**src/rtl/song_sequencer_pkg.sv**
```systemverilog
`default_nettype none
// +----------------------------------------------------------------------+
// | Module      : song_sequencer_pkg                                     |
// | Description : Shared mode/state encodings, ROM word layout and field |
// |               helpers for the song sequencer and the mode FSM.       |
// | Revision    : 1.0 - initial release                                  |
// +----------------------------------------------------------------------+
package song_sequencer_pkg;

    // One-hot operating modes produced by the mode FSM
    localparam logic [2:0] c_MODE_FREE  = 3'b001;
    localparam logic [2:0] c_MODE_AUTO  = 3'b010;
    localparam logic [2:0] c_MODE_LEARN = 3'b100;

    // ROM word layout: [7:3] note code, [2:0] duration code
    localparam int c_NOTE_MSB = 7;
    localparam int c_NOTE_LSB = 3;
    localparam int c_DUR_MSB  = 2;
    localparam int c_DUR_LSB  = 0;
    localparam int c_NOTE_W   = c_NOTE_MSB - c_NOTE_LSB + 1;
    localparam int c_DUR_W    = c_DUR_MSB - c_DUR_LSB + 1;

    // An all-zero word terminates a song
    localparam logic [7:0] c_END_MARKER = 8'h00;

    // Sequencer states, explicitly encoded
    typedef enum logic [2:0] {
        S_IDLE     = 3'd0,
        S_FETCH    = 3'd1,
        S_LOAD     = 3'd2,
        S_PLAY     = 3'd3,
        S_GAP      = 3'd4,
        S_WAIT_KEY = 3'd5,
        S_PAUSED   = 3'd6
    } seq_state_t;

    function automatic logic [c_NOTE_W-1:0] rom_note(input logic [7:0] word);
        return word[c_NOTE_MSB:c_NOTE_LSB];
    endfunction

    function automatic logic [c_DUR_W-1:0] rom_dur(input logic [7:0] word);
        return word[c_DUR_MSB:c_DUR_LSB];
    endfunction

endpackage
`default_nettype wire

```
**src/rtl/song_sequencer_dur_counter.sv**
```systemverilog
`default_nettype none
// +----------------------------------------------------------------------+
// | Module      : dur_counter                                            |
// | Description : Tick-driven down-counter with load, hold and zero      |
// |               flag; times both note and gap intervals.               |
// | Revision    : 1.0 - initial release                                  |
// +----------------------------------------------------------------------+
module dur_counter #(
    parameter int CNT_W = 4
) (
    input  logic             clk,
    input  logic             rst,
    input  logic             i_load,
    input  logic [CNT_W-1:0] i_load_val,
    input  logic             i_hold,
    input  logic             i_tick,
    output logic [CNT_W-1:0] o_count,
    output logic             o_zero
);

    logic [CNT_W-1:0] r_count;

    // Load has priority; otherwise consume one tick unless held or empty
    always_ff @(posedge clk or negedge rst) begin
        if (!rst) begin
            r_count <= '0;
        end else if (i_load) begin
            r_count <= i_load_val;
        end else if (i_tick && !i_hold && (r_count != '0)) begin
            r_count <= r_count - CNT_W'(1);
        end
    end

    assign o_count = r_count;
    assign o_zero  = (r_count == '0);

endmodule
`default_nettype wire

```
**src/rtl/song_sequencer.sv**
```systemverilog
`default_nettype none
// +----------------------------------------------------------------------+
// | Module      : song_sequencer                                         |
// | Description : Plays songs from ROM in auto-play mode, or waits for   |
// |               matching key presses in learning mode and scores them. |
// | Revision    : 1.0 - initial release                                  |
// +----------------------------------------------------------------------+
module song_sequencer
    import song_sequencer_pkg::*;
#(
    parameter int GAP_TICKS = 1,
    parameter int IDX_W     = 6
) (
    input  logic             clk,
    input  logic             rst,
    input  logic [2:0]       mode,
    input  logic             start,
    input  logic             pause,
    input  logic             tick,
    input  logic [1:0]       song_sel,
    output logic [IDX_W+1:0] rom_addr,
    input  logic [7:0]       rom_data,
    input  logic [4:0]       key_code,
    input  logic             key_valid,
    output logic [4:0]       note_out,
    output logic             note_en,
    output logic [4:0]       led_expect,
    output logic             busy,
    output logic             done,
    output logic [7:0]       hit_cnt,
    output logic [7:0]       miss_cnt
);

    localparam int c_GAP_W = (GAP_TICKS > 0) ? $clog2(GAP_TICKS + 1) : 1;
    localparam int c_CNT_W = (c_GAP_W > c_DUR_W + 1) ? c_GAP_W : c_DUR_W + 1;

    seq_state_t          r_state;
    seq_state_t          r_saved;
    logic [2:0]          r_mode;
    logic [1:0]          r_song;
    logic [IDX_W-1:0]    r_idx;
    logic [c_NOTE_W-1:0] r_note;
    logic [c_DUR_W-1:0]  r_dur;
    logic [IDX_W+1:0]    r_rom_addr;
    logic [4:0]          r_note_out;
    logic                r_note_en;
    logic [4:0]          r_led;
    logic                r_busy;
    logic                r_done;
    logic [7:0]          r_hit;
    logic [7:0]          r_miss;

    logic [c_NOTE_W-1:0] w_rom_note;
    logic [c_DUR_W-1:0]  w_rom_dur;
    logic                w_abort;
    logic                w_start_ok;
    logic                w_tick_eff;
    logic                w_key_hit;
    logic                w_idx_last;
    logic [IDX_W-1:0]    w_idx_next;
    logic                w_cnt_load;
    logic [c_CNT_W-1:0]  w_cnt_val;
    logic                w_cnt_hold;
    logic [c_CNT_W-1:0]  w_cnt;
    logic                w_cnt_zero;
    logic                w_cnt_one;
    logic                w_play_end;
    logic                w_gap_done;

    assign w_rom_note = rom_note(rom_data);
    assign w_rom_dur  = rom_dur(rom_data);
    assign w_abort    = (r_state != S_IDLE) && (mode != r_mode);
    assign w_start_ok = start && ((mode == c_MODE_AUTO) || (mode == c_MODE_LEARN));
    // A pause in the same cycle as a tick swallows the tick
    assign w_tick_eff = tick && !pause;
    assign w_key_hit  = key_valid && (key_code == r_note);
    assign w_idx_last = &r_idx;
    assign w_idx_next = r_idx + IDX_W'(1);
    assign w_cnt_one  = (w_cnt == c_CNT_W'(1));
    assign w_play_end = w_tick_eff && w_cnt_one;
    // A zero-length gap finishes immediately
    assign w_gap_done = w_cnt_zero || (w_tick_eff && w_cnt_one);
    assign w_cnt_hold = pause || !((r_state == S_PLAY) || (r_state == S_GAP));

    // Reload the interval counter when a note, rest or gap begins
    always_comb begin
        w_cnt_load = 1'b0;
        w_cnt_val  = '0;
        case (r_state)
            S_LOAD: begin
                if ((r_mode == c_MODE_AUTO) && (rom_data != c_END_MARKER)) begin
                    w_cnt_load = 1'b1;
                    w_cnt_val  = c_CNT_W'(w_rom_dur) + c_CNT_W'(1);
                end
            end
            S_WAIT_KEY: begin
                if (!pause && w_key_hit) begin
                    w_cnt_load = 1'b1;
                    w_cnt_val  = c_CNT_W'(r_dur) + c_CNT_W'(1);
                end
            end
            S_PLAY: begin
                if (!pause && w_play_end) begin
                    w_cnt_load = 1'b1;
                    w_cnt_val  = c_CNT_W'(GAP_TICKS);
                end
            end
            default: begin
                w_cnt_load = 1'b0;
            end
        endcase
    end

    dur_counter #(
        .CNT_W (c_CNT_W)
    ) u_dur_counter (
        .clk        (clk),
        .rst        (rst),
        .i_load     (w_cnt_load),
        .i_load_val (w_cnt_val),
        .i_hold     (w_cnt_hold),
        .i_tick     (w_tick_eff),
        .o_count    (w_cnt),
        .o_zero     (w_cnt_zero)
    );

    // Sequencer FSM with all outputs registered
    always_ff @(posedge clk or negedge rst) begin
        if (!rst) begin
            r_state    <= S_IDLE;
            r_saved    <= S_IDLE;
            r_mode     <= 3'b000;
            r_song     <= 2'b00;
            r_idx      <= '0;
            r_note     <= '0;
            r_dur      <= '0;
            r_rom_addr <= '0;
            r_note_out <= '0;
            r_note_en  <= 1'b0;
            r_led      <= '0;
            r_busy     <= 1'b0;
            r_done     <= 1'b0;
            r_hit      <= '0;
            r_miss     <= '0;
        end else begin
            r_done <= 1'b0;
            if (w_abort) begin
                // Mode changed under us: stop silently, keep the scores
                r_state   <= S_IDLE;
                r_busy    <= 1'b0;
                r_note_en <= 1'b0;
                r_led     <= '0;
            end else begin
                case (r_state)
                    S_IDLE: begin
                        if (w_start_ok) begin
                            r_mode     <= mode;
                            r_song     <= song_sel;
                            r_idx      <= '0;
                            r_rom_addr <= {song_sel, {IDX_W{1'b0}}};
                            r_hit      <= '0;
                            r_miss     <= '0;
                            r_busy     <= 1'b1;
                            r_state    <= S_FETCH;
                        end
                    end
                    S_FETCH: begin
                        r_state <= S_LOAD;
                    end
                    S_LOAD: begin
                        r_note <= w_rom_note;
                        r_dur  <= w_rom_dur;
                        if (rom_data == c_END_MARKER) begin
                            r_done  <= 1'b1;
                            r_busy  <= 1'b0;
                            r_state <= S_IDLE;
                        end else if (r_mode == c_MODE_LEARN) begin
                            if (w_rom_note == '0) begin
                                // Rests are skipped when learning
                                if (w_idx_last) begin
                                    r_done  <= 1'b1;
                                    r_busy  <= 1'b0;
                                    r_state <= S_IDLE;
                                end else begin
                                    r_idx      <= w_idx_next;
                                    r_rom_addr <= {r_song, w_idx_next};
                                    r_state    <= S_FETCH;
                                end
                            end else begin
                                r_led   <= w_rom_note;
                                r_state <= S_WAIT_KEY;
                            end
                        end else begin
                            // Rests play silently for their duration
                            r_note_out <= w_rom_note;
                            r_note_en  <= (w_rom_note != '0);
                            r_state    <= S_PLAY;
                        end
                    end
                    S_PLAY: begin
                        if (pause) begin
                            r_saved   <= S_PLAY;
                            r_note_en <= 1'b0;
                            r_state   <= S_PAUSED;
                        end else if (w_play_end) begin
                            r_note_en <= 1'b0;
                            r_state   <= S_GAP;
                        end
                    end
                    S_GAP: begin
                        if (pause) begin
                            r_saved <= S_GAP;
                            r_state <= S_PAUSED;
                        end else if (w_gap_done) begin
                            if (w_idx_last) begin
                                r_done  <= 1'b1;
                                r_busy  <= 1'b0;
                                r_state <= S_IDLE;
                            end else begin
                                r_idx      <= w_idx_next;
                                r_rom_addr <= {r_song, w_idx_next};
                                r_state    <= S_FETCH;
                            end
                        end
                    end
                    S_WAIT_KEY: begin
                        if (pause) begin
                            r_saved <= S_WAIT_KEY;
                            r_state <= S_PAUSED;
                        end else if (key_valid) begin
                            if (w_key_hit) begin
                                r_hit      <= (r_hit == 8'hFF) ? r_hit : r_hit + 8'd1;
                                r_led      <= '0;
                                r_note_out <= r_note;
                                r_note_en  <= 1'b1;
                                r_state    <= S_PLAY;
                            end else begin
                                r_miss <= (r_miss == 8'hFF) ? r_miss : r_miss + 8'd1;
                            end
                        end
                    end
                    S_PAUSED: begin
                        if (pause) begin
                            r_state   <= r_saved;
                            r_note_en <= (r_saved == S_PLAY) && (r_note != '0);
                        end
                    end
                    default: begin
                        r_state <= S_IDLE;
                        r_busy  <= 1'b0;
                    end
                endcase
            end
        end
    end

    assign rom_addr   = r_rom_addr;
    assign note_out   = r_note_out;
    assign note_en    = r_note_en;
    assign led_expect = r_led;
    assign busy       = r_busy;
    assign done       = r_done;
    assign hit_cnt    = r_hit;
    assign miss_cnt   = r_miss;

endmodule
`default_nettype wire

```
**config.mk**
```make
export PLATFORM = sky130hd
export DESIGN_NAME = song_sequencer
export DESIGN_NICKNAME = d
export VERILOG_FILES = /design/src/rtl/song_sequencer_pkg.sv /design/src/rtl/song_sequencer_dur_counter.sv /design/src/rtl/song_sequencer.sv
export SDC_FILE = /design/constraint.sdc
export NUM_CORES = 1
export LEC_CHECK = 0
export CAP_MARGIN = 25
export CORE_UTILIZATION = 40
export DETAILED_ROUTE_END_ITERATION = 7
export PLACE_DENSITY = 0.74
export SLEW_MARGIN = 20
export SYNTH_ARGS = -nofsm -noshare
export SYNTH_HDL_FRONTEND = slang
export SYNTH_SLANG_ARGS = --single-unit
export TNS_END_PERCENT = 30
```
**constraint.sdc**
```tcl
create_clock -name clk -period 2.7 [get_ports clk]
set_clock_uncertainty 0.15 [all_clocks]
set_input_delay 0.54 -clock clk [delete_from_list [all_inputs] [get_ports clk]]
set_output_delay 0.54 -clock clk [all_outputs]
set_load 0.01 [all_outputs]
```
======== After elaboration in Yosys (flattened, before gate mapping) ========
Index checks and enable logic that the tools add are counted.
word-level totals
  bits of input ports ..................... 24
  memories ................................ 0
  memory bits (read-only) ................. 0
  memory bits (writable) .................. 0
  register bits after elaboration ......... 66
  output and inout port bits .............. 37
  logic and storage cells ................. 217
  latch bits .............................. 0
operators by class
  $lt $le $gt $ge ......................... 0
  bitwise operators ....................... 1
  equal/unequal tests ..................... 50
  mux-type cells .......................... 97
  reductions and logical operators ........ 47
  divide/modulo/power cells ............... 0
  add/subtract/negate cells ............... 6
  shifts and indexed selects .............. 0
  $mul .................................... 0
operators with widths
  operator               number
  $mux W8                16
  $mux W5                12
  $mux W3                16
  $mux W6                7
  $ne A3 B3 Y1 const B   11
  $ne A2 B2 Y1 const B   16
  $pmux W8 S2            2
  $mux W1                29
  $reduce_and A7 Y1      4
  $ne A4 B4 Y1 const B   6
  $pmux W8 S3            1
  $pmux W3 S7            1
  $pmux W5 S2            2
  $pmux W6 S3            1
  $reduce_and A6 Y1      3
  $add A8 B1 Y8 const B  2
  $eq A8 B8 Y1 const B   2
  $mux W4                4
  $reduce_and A8 Y1      2
  $eq A3 B2 Y1 const B   5
  $eq A3 B3 Y1 const B   5
  $reduce_bool A5 Y1     3
  $pmux W4 S3            1
  $reduce_bool A3 Y1     4
  other kinds (27)       46

======== Depth between registers and ports, before layout ========
Gate-level depths: netlist (run 1).
  word-level depth ........................ 9
  gate-level depth with buffers ........... 9
  mapped depth without buffers ............ 8

======== Hierarchy ========
A second synthesis (run 1) with hierarchy kept.
unflattened totals
  cells, all modules ...................... 408
  area, all modules ....................... 3,773.6 um^2
modules (own cells, without submodules)
  module          instances  area each (um^2)  cells each  seq. area each (um^2)
  song_sequencer  1          3,509.6           382         1,401.3
  dur_counter     1          264.0             26          100.1

======== Worst setup path after synthesis (run 1) ========
OpenSTA, ideal clock, no wires.
  path kind ............................... input-to-reg
  start ................................... input port rom_data[4]
  end ..................................... register u_dur_counter.r_count[2], in the netlist u_dur_counter.o_count[2]
  setup time .............................. 0.121 ns
  arrival time ............................ 2.266 ns
  setup slack ............................. 0.163 ns
  stages on the path ...................... 6
  required time ........................... 2.429 ns
  buffers on the path ..................... 0
  cells stage by stage .................... or4_4 -> o31ai_4 -> nor4b_2 -> or3b_4 -> o22a_1 -> o22a_1
on the way
  cells in the longest elaborated chain, start to end .. 5
  elaborated cells between the ends (all ways) .. 8
  classes of those cells .................. 5 x mux; 3 x reduce/logical
RTL lines
  what                                           RTL line                          RTL
  from (decl)                                    song_sequencer.sv:22              input logic [7:0] rom_data,
  $reduce_bool A8 Y1 (*)                         song_sequencer.sv:91              if ((r_mode == c_MODE_AUTO) && (rom_data != c_END_MARKER)) begin
  $logic_and A1 B1 Y1 (*)                        song_sequencer.sv:91
  $mux W4 or $mux W1 (tied branches)             song_sequencer.sv:91
  $pmux W4 S3 or $pmux W1 S3 (tied branches)     song_sequencer.sv:89              case (r_state)
  $mux W4 or $reduce_bool A2 Y1 (tied branches)  n/a
  to (signal assigned)                           song_sequencer_dur_counter.sv:28  r_count <= i_load_val;
  to (signal assigned)                           song_sequencer_dur_counter.sv:30  r_count <= r_count - CNT_W'(1);
  to (decl)                                      song_sequencer_dur_counter.sv:21  logic [CNT_W-1:0] r_count;
Every way passes the cells marked *; elsewhere a longest branch is shown, timed or not.
A chain may end at the register's enable or synchronous reset.

======== Final worst setup path (run 1) ========
Same ends and word-level chain as after synthesis.

==> results.toml, run 1 <==
[critical_path]
startpoint_type = "primary input"
critical_path.most_common_cell = "o22a_1"
critical_path.slowest_cell = "or4_4"
critical-path-top-delay-family = "simple AND/OR/NAND/NOR gates"
crit_path_max_fanout = 5
criticalPathCategory = "primary input to register"
critPathBufInv = 1
endpoint_kind = "register"
cells_traversed_along_the_worst_timing_path = "clkdlybuf4s50_1, or4_4, o31ai_4, nor4b_2, or3b_4, o22a_1, o22a_1"
timing.critical_path.arrival_ns = 2.70
critical_path_required_ns = 2.77
slowest_delay_ns = 0.58

[final_layout]
syn_to_final_growth_pct = 35.4
antenna_diode_count = 0
layout.cell_area.non_filler_um2 = 4920
post_route_cells_drive_above_1_share_pct = 17.1
fin_nets = 548

[global_route]
gr-usage-all-layers_pct = 22.0
grt_antenna_before_repair = 0
largest_net_degree_at_the_start_of_global_routing = 35
globalRouteOverflowTotal = 0
vias_in_the_first_global_route = 3500
grt_first_pass_wirelength_um = 17000

[sta]
final_hold_violating_endpoints = 0
final_min_period_over_clock_period_pct = 97.4
maxSlewViolCount = 0
timing_worst_slew_pin_value_ns = 0.654
worst_slew_margin_rel_pct = 56.4
min_clock_period_post_route_ns = 2.63
layout_setup_ws_ns = 0.0700
fmax_ghz = 0.380
rsz0062_at_grt = "false"
setup_viol = 0

[logic_synthesis]
yosys-top-cells-area = "dfrtp_1, nand2_1, o21ai_0"
synthDominantAreaCellType = "dfrtp_1"
ys_ff_latch = 60
synth.net_count = 439
yosysWarningCount = 0
synth_top_area_share_pct = 41.3
syn_avg_cell_area_um2 = 8.95
yosysSeqAreaShare_pct = 41.3
synth_cells = 406
yosys.cell_count.top_type = "dfrtp_1"
mappedNetlistArea_um2 = 3630
synth_common_cells = "dfrtp_1, nand2_1, nor2_1"
postSynth.asyncResetShare_pct = 100
synth_flop_cell = "dfrtp_1"
synth_edf_count = 0
synth_cell_types = 64

[clock_tree]
clk-insertion-delay-late_ns = 0.34
cts.root.buffer_cell = "clkbuf_8"
cts_tree = "yes"
cts_setup_buffers = 0
cts.repair.resized = 0
clock-sinks = 60
htree_levels = 3
cts_hold_repair.buffers = 0
worst_path_clk_slew_ns = 0.07
cts_inserted_buffers = 9
max-clock-path-buffers = 2

[placed_design]
place.gp.congestion = 0.916
dpl_cell_area_um2 = 4710
worst_setup_slack_after_placement_ns = -0.306
portBuffers = 60
detailed_place_hpwl_um = 7530

[routing]
drt.antenna.violating_nets = 0
post_drt_via_cell_ratio = 5.78
via_count = 3627
dr.first_iter.drc_count = 329
detail_route.wl_per_cell_um = 16.1
drt_pre_antenna_iters = 5
drcViolationCount = 0
route.final.wire_length_um = 10100

[floorplan]
count_of_boundary_i_o_pins = 61
core_area_um2 = 8760
floorplan.die.height_um = 97.3
floorplan.die.width_um = 97.3
std_cell_rows = 34
area_enclosed_by_the_die_boundary_um2 = 9470
initial_core_util_pct = 41.5

[pwr]
power-per-cell-area_nw_per_um2 = 818
worst_ir_drop_vdd_mv = 0.447
power.total_w = 0.00403
total_leakage_power_nw = 2.11

[min_path]
worst_hold_path_type = "primary input to asynchronous set/reset pin"

[run]
max_cap_violations = 0

[status]
status = "completed"
[path summary, 6_finish.rpt]
check,slack (ns),start,endpoint,depth (start not counted)
worst max-delay path,0.07,rom_data[4],u_dur_counter.o_count[2],7
worst min-delay path,0.07,rst,miss_cnt[2],1
worst max register to register,0.11,r_state[2],r_state[0],6
worst min register to register,0.34,r_song[1],r_song[1],2
max in group asynchronous,1.72,rst,r_song[1],2
min in group clk,0.34,r_song[1],r_song[1],2
[per-stage QoR]
step                TNS [ns]  cells  utilization (%)  hold WS (ns)
finish                     0    628             56.2        0.0697
global route               0    628             56.2         0.114
CTS                        0    628             56.2        0.0908
detailed placement     -3.45    612             53.7         0.323
global placement       -2.61    612             53.7         0.318
floorplan                  0    406                -        0.0944
[registers in the layout, indices dropped and copies added, names as in the netlist]
signal / count
u_dur_counter.o_count: 4
r_state: 3
r_mode: 3
busy: 1
r_note: 5
r_song: 2
r_saved: 3
hit_cnt: 8
done: 1
r_dur: 3
note_en: 1
note_out: 5
led_expect: 5
miss_cnt: 8
rom_addr: 8
[logic make-up (layout without fill, tap and decap cells)]
logic type	count (synthesis)	after routing	share of synthesized area, %
and+or+nand+nor	172	172	25.0
adders and majority gates	9	9	3.10
buffers and inverters	26	140	2.96
AOI/OAI and AO/OA	108	108	19.6
muxes	11	11	3.24
DFF	60	60	41.3
xor gates and xnor gates	20	20	4.82
[power breakdown]
part / total [W] / internal (W) / leakage [nW] / switching [W]
sequential: 0.00142 / 0.00112 / 0.796 / 0.000296
combinational: 0.00174 / 0.000832 / 1.21 / 0.000905
clock: 0.000869 / 0.000503 / 0.110 / 0.000366
[cell usage in the layout (no fill, tap or decap), drive strengths merged, types with 5 or more instances in the layout]
cell type,count
dfrtp,60
clkdlybuf4s50,59
buf,54
nand2,44
nor2,33
o21ai,32
a21oi,25
nand3,22
nor3,15
clkbuf,13
xnor2,12
inv,11
nand4,10
ha,9
xor2,8
a31oi,7
nand2b,6
or3,6
mux2,6
and2,5
o211ai,5
mux2i,5
[final cells by class]
cell class,count,area (µm²)
fillers,780,3840
multi-input cells,320,2020
flip-flops and latches,60,1500
repair buffers,113,1010
clock buffers,13,169
well taps,108,135
clock inverters,3,43.8
inverters,11,41.3
[layer usage]
layer	global-route usage [%]	vias to the layer above	wire length, µm
li1	-	1716	-
met1	29.3	1751	4510
met2	35.5	137	4800
met3	3.53	23	557
met4	9.28	0	253
met5	0	-	0
Power figures use the tool's default switching activity.
==> run 2, diff against run 1 <==
--- a/config.mk
+++ b/config.mk
@@ -5,7 +5,6 @@
 export SDC_FILE = /design/constraint.sdc
 export NUM_CORES = 1
 export LEC_CHECK = 0
-export CAP_MARGIN = 25
 export CORE_UTILIZATION = 40
 export DETAILED_ROUTE_END_ITERATION = 7
 export PLACE_DENSITY = 0.74
==> results of run 2 <==
Final layout, timing and power as in run 1 (identical DEF).
